**src/rtl/pe_job_controller.sv**
```systemverilog
// Initiator-side sequencer for one matrix-vector processing element.
// Latches a job, runs the PE enable/done protocol one to three times depending on
// mode, votes on or compares the captured results, and returns result plus status.
module pe_job_controller #(
  parameter int unsigned DATA_WIDTH     = 32,
  parameter int unsigned VECTOR_SIZE    = 2,
  parameter int unsigned TIMEOUT_CYCLES = 16
) (
  input  logic                                                clk,
  input  logic                                                rst_n,
  // Job request channel
  input  logic                                                job_valid,
  output logic                                                job_ready,
  input  logic [VECTOR_SIZE-1:0][VECTOR_SIZE-1:0][DATA_WIDTH-1:0] job_matrix,
  input  logic [VECTOR_SIZE-1:0][DATA_WIDTH-1:0]              job_vector,
  input  logic [1:0]                                          job_mode,
  // PE side
  output logic                                                pe_enable,
  output logic [VECTOR_SIZE-1:0][VECTOR_SIZE-1:0][DATA_WIDTH-1:0] pe_matrix,
  output logic [VECTOR_SIZE-1:0][DATA_WIDTH-1:0]              pe_vector,
  output logic [1:0]                                          pe_mode,
  input  logic [VECTOR_SIZE-1:0][DATA_WIDTH-1:0]              pe_result,
  input  logic                                                pe_done,
  input  logic                                                pe_busy,
  // Response channel
  output logic                                                res_valid,
  input  logic                                                res_ready,
  output logic [VECTOR_SIZE-1:0][DATA_WIDTH-1:0]              res_vector,
  output logic [2:0]                                          res_status,
  output logic [1:0]                                          res_passes,
  output logic                                                fault
);

  typedef logic [VECTOR_SIZE-1:0][DATA_WIDTH-1:0] vec_t;
  typedef logic [VECTOR_SIZE-1:0][VECTOR_SIZE-1:0][DATA_WIDTH-1:0] mat_t;

  typedef enum logic [1:0] {
    StIdle,
    StRun,
    StDrain,
    StResp
  } state_e;

  localparam logic [1:0] ModeSingle    = 2'd0;
  localparam logic [1:0] ModeRedundant = 2'd1;
  localparam logic [1:0] ModeVote      = 2'd2;
  localparam logic [1:0] ModeIllegal   = 2'd3;

  localparam int unsigned TimerW = (TIMEOUT_CYCLES > 2) ? $clog2(TIMEOUT_CYCLES) : 1;
  localparam logic [TimerW-1:0] TimerMax = TimerW'(TIMEOUT_CYCLES - 1);

  localparam logic [2:0] StatusOk       = 3'b000;
  localparam logic [2:0] StatusMismatch = 3'b001;
  localparam logic [2:0] StatusTimeout  = 3'b010;
  localparam logic [2:0] StatusIllegal  = 3'b100;

  state_e            state_q, state_d;
  mat_t              pe_matrix_q, pe_matrix_d;
  vec_t              pe_vector_q, pe_vector_d;
  logic [1:0]        pe_mode_q, pe_mode_d;
  logic              pe_enable_q, pe_enable_d;
  logic [1:0]        pass_cnt_q, pass_cnt_d;
  logic [TimerW-1:0] timer_q, timer_d;
  vec_t              slot_q [3];
  vec_t              slot_d [3];
  logic              res_valid_q, res_valid_d;
  vec_t              res_vector_q, res_vector_d;
  logic [2:0]        res_status_q, res_status_d;
  logic [1:0]        res_passes_q, res_passes_d;
  logic              fault_q, fault_d;

  // DRAIN decision scratch
  logic              finish;
  vec_t              result_sel;
  logic [2:0]        status_sel;

  // Busy is informational only; control never depends on it.
  logic unused_pe_busy;
  assign unused_pe_busy = pe_busy;

  assign job_ready  = (state_q == StIdle) && !fault_q;
  assign pe_enable  = pe_enable_q;
  assign pe_matrix  = pe_matrix_q;
  assign pe_vector  = pe_vector_q;
  assign pe_mode    = pe_mode_q;
  assign res_valid  = res_valid_q;
  assign res_vector = res_vector_q;
  assign res_status = res_status_q;
  assign res_passes = res_passes_q;
  assign fault      = fault_q;

  // Next-state, datapath capture and pass/vote decisions.
  always_comb begin
    state_d      = state_q;
    pe_matrix_d  = pe_matrix_q;
    pe_vector_d  = pe_vector_q;
    pe_mode_d    = pe_mode_q;
    pass_cnt_d   = pass_cnt_q;
    timer_d      = timer_q;
    slot_d       = slot_q;
    res_valid_d  = res_valid_q;
    res_vector_d = res_vector_q;
    res_status_d = res_status_q;
    res_passes_d = res_passes_q;
    fault_d      = fault_q;
    finish       = 1'b0;
    result_sel   = '0;
    status_sel   = StatusOk;

    case (state_q)
      StIdle: begin
        if (job_valid && job_ready) begin
          pe_matrix_d = job_matrix;
          pe_vector_d = job_vector;
          pe_mode_d   = job_mode;
          pass_cnt_d  = 2'd0;
          timer_d     = '0;
          if (job_mode == ModeIllegal) begin
            // Rejected without touching the PE.
            state_d      = StResp;
            res_valid_d  = 1'b1;
            res_vector_d = '0;
            res_status_d = StatusIllegal;
            res_passes_d = 2'd0;
          end else begin
            state_d = StRun;
          end
        end
      end

      StRun: begin
        if (pe_done) begin
          // Done wins over a coincident timeout.
          for (int i = 0; i < 3; i++) begin
            if (pass_cnt_q == 2'(i)) slot_d[i] = pe_result;
          end
          pass_cnt_d = pass_cnt_q + 2'd1;
          state_d    = StDrain;
        end else if (timer_q == TimerMax) begin
          state_d      = StResp;
          res_valid_d  = 1'b1;
          res_vector_d = '0;
          res_status_d = StatusTimeout;
          res_passes_d = pass_cnt_q;
          fault_d      = 1'b1;
        end else begin
          timer_d = timer_q + TimerW'(1);
        end
      end

      StDrain: begin
        // One low-enable cycle lets the PE drop done before any further pass.
        timer_d = '0;
        case (pe_mode_q)
          ModeSingle: begin
            finish     = 1'b1;
            result_sel = slot_q[0];
          end
          ModeRedundant: begin
            if (pass_cnt_q < 2'd2) begin
              state_d = StRun;
            end else begin
              finish     = 1'b1;
              result_sel = slot_q[0];
              status_sel = (slot_q[0] != slot_q[1]) ? StatusMismatch : StatusOk;
            end
          end
          ModeVote: begin
            if (pass_cnt_q < 2'd2) begin
              state_d = StRun;
            end else if (pass_cnt_q == 2'd2) begin
              if (slot_q[0] == slot_q[1]) begin
                finish     = 1'b1;
                result_sel = slot_q[0];
              end else begin
                // Tie-breaker pass.
                state_d = StRun;
              end
            end else begin
              finish = 1'b1;
              if (slot_q[2] == slot_q[0]) begin
                result_sel = slot_q[0];
              end else if (slot_q[2] == slot_q[1]) begin
                result_sel = slot_q[1];
              end else begin
                result_sel = slot_q[2];
                status_sel = StatusMismatch;
              end
            end
          end
          default: begin
            // Illegal mode never reaches the PE; kept safe anyway.
            finish     = 1'b1;
            status_sel = StatusIllegal;
          end
        endcase
      end

      StResp: begin
        if (res_ready) begin
          res_valid_d = 1'b0;
          state_d     = StIdle;
        end
      end

      default: state_d = StIdle;
    endcase

    if (finish) begin
      state_d      = StResp;
      res_valid_d  = 1'b1;
      res_vector_d = result_sel;
      res_status_d = status_sel;
      res_passes_d = pass_cnt_q;
    end

    pe_enable_d = (state_d == StRun);
  end

  // State and datapath registers with synchronous active-low reset.
  always_ff @(posedge clk) begin
    if (!rst_n) begin
      state_q      <= StIdle;
      pe_matrix_q  <= '0;
      pe_vector_q  <= '0;
      pe_mode_q    <= 2'd0;
      pe_enable_q  <= 1'b0;
      pass_cnt_q   <= 2'd0;
      timer_q      <= '0;
      for (int i = 0; i < 3; i++) slot_q[i] <= '0;
      res_valid_q  <= 1'b0;
      res_vector_q <= '0;
      res_status_q <= 3'b000;
      res_passes_q <= 2'd0;
      fault_q      <= 1'b0;
    end else begin
      state_q      <= state_d;
      pe_matrix_q  <= pe_matrix_d;
      pe_vector_q  <= pe_vector_d;
      pe_mode_q    <= pe_mode_d;
      pe_enable_q  <= pe_enable_d;
      pass_cnt_q   <= pass_cnt_d;
      timer_q      <= timer_d;
      for (int i = 0; i < 3; i++) slot_q[i] <= slot_d[i];
      res_valid_q  <= res_valid_d;
      res_vector_q <= res_vector_d;
      res_status_q <= res_status_d;
      res_passes_q <= res_passes_d;
      fault_q      <= fault_d;
    end
  end

endmodule
```
**config.mk**
```make
export PLATFORM = sky130hd
export DESIGN_NAME = pe_job_controller
export DESIGN_NICKNAME = d
export VERILOG_FILES = /design/src/rtl/pe_job_controller.sv
export SDC_FILE = /design/constraint.sdc
export NUM_CORES = 1
export LEC_CHECK = 0
export ABC_AREA = 1
export CAP_MARGIN = 30
export CELL_PAD_IN_SITES_DETAIL_PLACEMENT = 2
export CELL_PAD_IN_SITES_GLOBAL_PLACEMENT = 2
export CORE_ASPECT_RATIO = 1.1
export CORE_UTILIZATION = 29
export DETAILED_ROUTE_END_ITERATION = 12
export PLACE_DENSITY_LB_ADDON = 0.2
export SLEW_MARGIN = 20
export SYNTH_ARGS = -nofsm -noshare
export SYNTH_HDL_FRONTEND = slang
export SYNTH_SLANG_ARGS = --single-unit
```
**constraint.sdc**
```tcl
create_clock -name clk -period 6 [get_ports clk]
set_clock_uncertainty 0.1 [all_clocks]
set_input_delay 0.6 -clock clk [delete_from_list [all_inputs] [get_ports clk]]
set_output_delay 0.6 -clock clk [all_outputs]
set_load 0.05 [all_outputs]
```
* Yosys cells after proc, flatten, opt, wreduce, memory -nomap -nowiden *
Cells that the tools add are included.

cells by class
  add/sub/neg operators = 2
  $mul = 0
  div/mod/pow operators = 0
  magnitude comparators = 1
  equality and inequality tests = 23
  shift operators = 0
  mux-type cells = 66
  bitwise gates (word level) = 1
  reductions and logical operators = 19

operators with widths
  operator                                                          count
  64-bit 2-to-1 mux                                                 12
  64-bit == test                                                    3
  64-bit one-hot mux with 3 select lines                            1
  64-bit one-hot mux with 2 select lines                            1
  64-bit != test                                                    1
  2-bit 2-to-1 mux                                                  17
  3-bit 2-to-1 mux                                                  6
  1-bit 2-to-1 mux                                                  17
  3-bit AND reduction                                               5
  4-bit 2-to-1 mux                                                  3
  2-bit one-hot mux with 2 select lines                             3
  4-bit one-hot mux with 3 select lines                             1
  2-bit == test (second input constant)                             5
  3-bit != test (second input constant)                             3
  3-bit one-hot mux with 3 select lines                             1
  2-bit by 1-bit == test with 1-bit output (second input constant)  4
  2-bit one-hot mux with 4 select lines                             1
  2-bit logical NOT                                                 3
  2-bit != test (second input constant)                             3
  3-bit by 2-bit != test with 1-bit output (second input constant)  2
  3-bit one-hot mux with 2 select lines                             1
  6-bit AND reduction                                               1
  3-bit nonzero test                                                2
  5-bit AND reduction                                               1
  other kinds (14)                                                  15

word-level totals
  bits in registers = 466
  bits in latches = 0
  bits in writable memories = 0
  bits in read-only memories = 0
  input bits = 264
  logic and storage cells = 135
  memories kept = 0

* Depth between registers and ports, before layout *
Gate-level depths: netlist (run 1).

  word-level depth = 8
  depth in mapped cells = 18

* Worst setup path after synthesis (run 1) *
No wires, ideal clock.

  kind = reg2reg
  start point = register fault_q (netlist: fault)
  end point = register res_passes_q[1] (netlist: res_passes[1])
  setup time = 0.114 ns
  arrival = 2.415 ns
  slack = 3.371 ns
  cell stages (with the launch flop) = 10
  buffers on the path = 1
  cell sequence = dfxtp_1 nor2_1 nand2_1 nor2_1 o22ai_1 nor3_1 nand3_2 clkbuf_1 a21oi_1 nor2_1

on the way
  cells in the longest elaborated chain, start to end = 5

ends and longest elaborated chain
  what                                                       line  source
  start, declared                                            70    logic fault_q, fault_d;
  start signal, assigned                                     249   fault_q <= fault_d;
  1-bit logical NOT                                          81    assign job_ready = (state_q == StIdle) && !fault_q;
  1-bit logical AND                                          81
  net job_ready                                              13    output logic job_ready,
  1-bit logical AND                                          112   if (job_valid && job_ready) begin
  3-bit by 2-bit != test with 1-bit output (no source line)  n/a
  5-bit AND reduction (no source line)                       n/a
  end signal, assigned                                       248   res_passes_q <= res_passes_d;
  end, declared                                              69    logic [1:0] res_passes_q, res_passes_d;

The timed path passes the listed nets, and every way through them passes these cells.
A chain may end at the register's enable or synchronous reset.

* Worst setup path in the final report (run 1) *
  start point = register slot_q[164] (netlist name)
  end point = register res_vector_q, in the netlist res_vector[57]

on the way
  cells in the longest elaborated chain, start to end = 8
  elaborated cells on any way between the ends = 20
  those cells by class = eq/ne (6); mux (12); reduce/logical (2)

ends and longest elaborated chain
  what                                                          line  source
  64-bit == test                                                172   if (slot_q[0] == slot_q[1]) begin
  1-bit 2-to-1 mux                                              172
  1-bit 2-to-1 mux                                              171   end else if (pass_cnt_q == 2'd2) begin
  1-bit 2-to-1 mux                                              169   if (pass_cnt_q < 2'd2) begin
  1-bit one-hot mux with 2 select lines                         154   case (pe_mode_q)
  1-bit 2-to-1 mux                                              110   case (state_q)
  3-bit != test (no source line), or another cell as far along  n/a
  5-bit AND reduction (no source line)                          n/a
  end signal, assigned                                          246   res_vector_q <= res_vector_d;
  end, declared                                                 67    vec_t res_vector_q, res_vector_d;

Parallel ways exist; a longest one is shown, timed or not.

==> impl_metrics.tcl, run 1 <==
set metrics [dict create \
    status "finished clean" \
    ys_ff_latch 466 \
    synth_cells 2841 \
    cts.path.max_buffers 3 \
    hp-class "flop to flop" \
    dr.pass1.iters 4 \
    viasPerCell 4.94 \
    ir_drop_uv 211 \
    dp_hpwl_microns 62900 \
    synth_cell_types 27 \
    setup_viol 0 \
    grt_usage 0.251 \
    syn_to_final_growth_pct 39.6 \
    start_util 0.293 \
    synth_xor_area_frac 0.0569 \
    cts_setup_buffers 0 \
    grt.met2_usage 0.458 \
    fin_tns_setup_ns 0 \
    grt-ovfl-total 0 \
    arrival_ns 4.08 \
    cts_buffers 55 \
    coreArea_sq_um 68900 \
    nFillCells 7853 \
    rsz0062_at_grt "no" \
    fmax_mhz 273 \
    synthSimpleGateAreaFrac 0.226 \
    fin_crit_ns 3.66 \
    cellPowerDensity_nw_per_um2 321 \
    pwr-share-comb 0.219 \
    ios 531 \
    top_usage_layer "met2" \
    cp_max_fo 19 \
    worstPathRequired_ns 6.41 \
    grt_pass1_vias 23000 \
    power.switching_w 0.00288 \
    use_met3 0.0676 \
    cts_tree "yes" \
    die_h_microns 279 \
    final_cell_count_no_fill 4250 \
    synth-adder-area-share 0.00496 \
    seqPwrFrac 0.379 \
    antenna_found_initial 18 \
    vias 21000 \
    fin_crit_sh 0.611 \
    slew_violations 0 \
    cts_resized 0 \
    wire_per_inst_microns 21.4 \
    synth_top_family_by_area "simple AND/OR/NAND/NOR gates" \
    path_clk_slew_ns 0.06 \
    h-tree-depth 2 \
    p_leak_nw 10.6 \
    critPathKind "flop to flop" \
    final_common_cell "nand2_1" \
    yosysSeqAreaShare 0.463 \
    grt_max_degree 139 \
    clkSinkCount 466 \
    clock_latency_ns 0.61 \
    yosys_warnings 0 \
    synth.net_count 3113 \
    synth_compound_area_frac 0.178 \
    slew_headroom 0.377 \
    final_layout_size_suffix_gt1_frac 0.0504 \
    hold_viol_final 0 \
    hold_buffers 0 \
    totalWireLength_microns 90800 \
    p_int_w 0.00616 \
    syn-cell-area_sq_um 20200 \
    max-cap-violations 0 \
    drtAntennaViolNets 0 \
    gp_congestion 0.832 \
    drt_iter0_markers 741 \
    postSynthAreaPerCell_sq_um 7.10 \
    rows 101 \
    grt_pass1_wl_microns 137000 \
    worstMarginPinSlew_ns 0.935 \
    drc 0 \
    nets 3542 \
    switching_share 0.319 \
    final_cell_mix "nand2_1, clkdlybuf4s50_1, dfxtp_1" \
    port_buffers 529 \
    cp-start-kind "flop" \
    synthMuxAreaShare 0 \
    dp.cells 4138 \
    die_area_sq_um 70600 \
    die_w_microns 253 \
    pwr-share-clk 0.402 \
    use_met1 0.279 \
    root_buffer "clkbuf_16" \
    end_kind "flop" \
]
[state kept, by name, summed over array words and instances (netlist names)]
| signal | count |
|---|---|
| res_vector | 64 |
| pe_matrix | 128 |
| pass_cnt_q | 2 |
| fault | 1 |
| slot_q | 192 |
| res_valid | 1 |
| res_status | 3 |
| pe_vector | 64 |
| pe_mode | 2 |
| state_q | 2 |
| timer_q | 4 |
| pe_enable | 1 |
| res_passes | 2 |
[worst paths after layout]
kind | slack, ns | to | cells past startpoint | start
setup reg to reg | 2.34 | res_vector[57] | 18 | slot_q[164]
setup / recovery | 2.34 | res_vector[57] | 18 | slot_q[164]
hold / removal | 0.36 | res_vector[48] | 2 | res_vector[48]
hold reg to reg | 0.36 | res_vector[48] | 2 | res_vector[48]
[critical path, stage by stage, from the launching register on]
cell     delay [ns]
dfxtp_1        0.44
inv_2          0.07
nand2_1        0.06
nand2_1        0.05
nor2_1         0.13
nand2_1        0.09
nor2_1         0.24
nand2_1        0.15
nor2_1         0.11
nand2_1        0.10
nand2_2        0.09
nand2_2        0.33
nand2_2        0.16
nand2_2        0.11
nor2_4         0.57
buf_16         0.23
buf_4          0.28
nand2_1        0.09
a21oi_1        0.14
[synthesized netlist by cell type (all sizes together)]
library cell    n  area, sq um
nand2         894         3370
dfxtp         466         9330
a21oi         439         2200
o21ai         239         1200
inv           189          709
nor2          187          709
clkbuf        161          604
xnor2         114          998
nand4          58          363
o2111ai        20          175
buf            18          111
xor2           17          149
nand3          10         55.1
clkinv          8         30.0
ha              8          100
nor3            8         40.0
a211oi          1         7.51
nand3b          1         7.51
nor4            1         6.26
o22ai           1         6.26
or2             1         6.26
[power groups by stage]
stage | combinational (W) | clock [W] | sequential (W)
final | 0.00198 | 0.00364 | 0.00342
after CTS | 0.00200 | 0.00372 | 0.00342
after floorplan | 0.000721 | 0 | 0.00390
after detailed placement | 0.00199 | 0 | 0.00349
after global routing | 0.00213 | 0.00385 | 0.00345
after global placement | 0.00192 | 0 | 0.00347
[through the flow]
stage / total power [W] / hold slack, ns / worst slack, ns / area (sq um) / util
2_1_floorplan: 0.00462 / 0.363 / 3.37 / 20200 / -
3_3_place_gp: 0.00539 / 0.350 / 2.16 / 26100 / 0.379
3_5_place_dp: 0.00547 / 0.358 / 2.22 / 26100 / 0.380
4_1_cts: 0.00915 / 0.369 / 2.20 / 28100 / 0.408
5_1_grt: 0.00942 / 0.386 / 1.98 / 28200 / 0.409
6_report: 0.00904 / 0.365 / 2.34 / 28200 / 0.409
[layer usage]
| metal | routed length, microns | vias to the layer above |
|---|---|---|
| met2 | 46800 | 439 |
| met1 | 35700 | 10400 |
| li1 | - | 9986 |
| met5 | 112 | - |
| met4 | 2620 | 16 |
| met3 | 5580 | 141 |
[cell families (layout without fill, tap and decap cells)]
kind of cell               count (synthesis)  after routing
other                                      0             10
DFF                                      466            466
buffers and inverters                    376            848
xor gates and xnor gates                 131            131
AOI/OAI and AO/OA                        700            700
adders and majority gates                  8              8
and+or+nand+nor                         1160           1160
[layout make-up]
cell class / instances / area [sq um] / share of cell area
clock inverter: 20 / 333 / 0.0118
sequential: 466 / 9330 / 0.331
multi-input combinational: 1999 / 9430 / 0.335
inverter: 197 / 752 / 0.0267
timing repair buffer: 551 / 5530 / 0.196
tap: 927 / 1160 / 0.0412
antenna: 10 / 25.0 / 0.000889
clock buffer: 80 / 1600 / 0.0568
Note: power is estimated with default switching activity, not from simulation.
==> run 2: changes to the inputs <==
CORE_UTILIZATION = 27   (was 29)
clock period = 3.8 ns   (was 6 ns; I/O delays follow)
==> impl_metrics.tcl, run 2 (synthesized netlist as in run 1, its figures left out) <==
set metrics [dict create \
    arrival_ns 3.60 \
    die_area_sq_um 75800 \
    worstPathRequired_ns 4.24 \
    final_layout_size_suffix_gt1_frac 0.0530 \
    antenna_found_initial 11 \
    cts_buffers 57 \
    cts_tree "yes" \
    top_register "slot_q" \
    worstMarginPinSlew_ns 0.904 \
    dr.pass1.iters 5 \
    vias 21000 \
    rows 104 \
    syn_to_final_growth_pct 40.1 \
    clock_latency_ns 0.62 \
    setup_viol 0 \
    cp-start-kind "flop" \
    ios 531 \
    cellPowerDensity_nw_per_um2 502 \
    cts_setup_buffers 0 \
    end_kind "flop" \
    start_util 0.274 \
    status "finished clean" \
    nFillCells 8461 \
    hold_buffers 0 \
    die_w_microns 263 \
    dpl_worst_slack_ns 0.694 \
    nets 3549 \
    grt_usage 0.234 \
    fmax_mhz 316 \
    final_common_cell "nand2_1" \
    setup_ws_ns 0.638 \
    viasPerCell 4.90 \
    drtAntennaViolNets 0 \
    critPathKind "flop to flop" \
    clkSinkCount 466 \
    slew_headroom 0.397 \
    p_leak_nw 10.7 \
    h-tree-depth 2 \
    root_buffer "clkbuf_16" \
    path_clk_slew_ns 0.06 \
    hp-class "input pin to flop" \
    grt_pass1_vias 22900 \
    grt_pass1_wl_microns 138000 \
    cts.path.max_buffers 3 \
    grt_max_degree 201 \
    fin_tns_setup_ns 0 \
    largest_reg_flops 192 \
    totalWireLength_microns 92200 \
    ir_drop_uv 391 \
    grt-ovfl-total 0 \
    hold_viol_final 0 \
    coreArea_sq_um 73500 \
    gp_congestion 0.802 \
    fin_crit_ns 3.16 \
    fin_crit_sh 0.832 \
    cts_resized 0 \
    final_cell_mix "nand2_1, clkdlybuf4s50_1, dfxtp_1" \
    drt_iter0_markers 779 \
    drc 0 \
    cp_max_fo 51 \
    slew_violations 0 \
    rsz0062_at_grt "no" \
    wire_per_inst_microns 21.5 \
    max-cap-violations 0 \
    port_buffers 529 \
    dp_hpwl_microns 64200 \
    die_h_microns 289 \
]
[run 2: cell types whose count changed in the layout (fill, tap and decap cells not counted), sizes merged]
cell	change
inv	-1
clkinv	+8
diode	-2
clkbuf	+1
buf	+5
bufinv	-4
[run 2: final timing paths]
check            startpoint             end  slack [ns]  cells past startpoint
min reg2reg  res_vector[48]  res_vector[48]        0.36                      2
min                   rst_n  res_vector[51]        0.16                      3
max             slot_q[182]  res_vector[29]        0.64                     15
max reg2reg     slot_q[182]  res_vector[29]        0.64                     15
[run 2: area by class of cell]
type / count / area [sq um] / share of cell area
inverter: 197 / 749 / 0.0265
clock buffer: 81 / 1660 / 0.0587
sequential: 466 / 9330 / 0.330
tap: 954 / 1190 / 0.0423
multi-input combinational: 1999 / 9430 / 0.334
timing repair buffer: 556 / 5620 / 0.199
antenna: 8 / 20.0 / 0.000709
clock inverter: 23 / 248 / 0.00877
[run 2: power breakdown]
| part | switching [W] | internal [W] |
|---|---|---|
| logic | 0.00211 | 0.00104 |
| clock network | 0.00228 | 0.00336 |
| registers | 0.000227 | 0.00518 |
[run 2: metrics by stage]
step	hold slack (ns)	std cells	power [W]	area, sq um	util
2_1_floorplan	0.363	2841	0.00730	20200	-
3_3_place_gp	0.351	4172	0.00858	26300	0.358
3_5_place_dp	0.359	4172	0.00869	26300	0.358
4_1_cts	0.177	4276	0.0144	28200	0.384
5_1_grt	0.196	4283	0.0148	28200	0.384
6_report	0.160	4284	0.0142	28200	0.384
[run 2: worst max-delay path, stage by stage (launching register included)]
cell and delay [ns]:
dfxtp_1 0.44, inv_2 0.06, nand2_1 0.07, nand2_1 0.08
nor2_1 0.13, nand2_1 0.08, nor2_1 0.24, nand2_1 0.17
nor2_1 0.12, nand2_1 0.11, nand2_2 0.09, buf_4 0.66
nand4_1 0.23, o21ai_0 0.16, nand2_1 0.15, a21oi_1 0.18
[run 2: metal layers]
layer	track usage	up-vias	part of all wire
li1	-	10000	-
met1	0.267	10400	0.40
met2	0.433	413	0.51
met3	0.0529	143	0.050
met4	0.0710	8	0.029
met5	0	-	0.00053
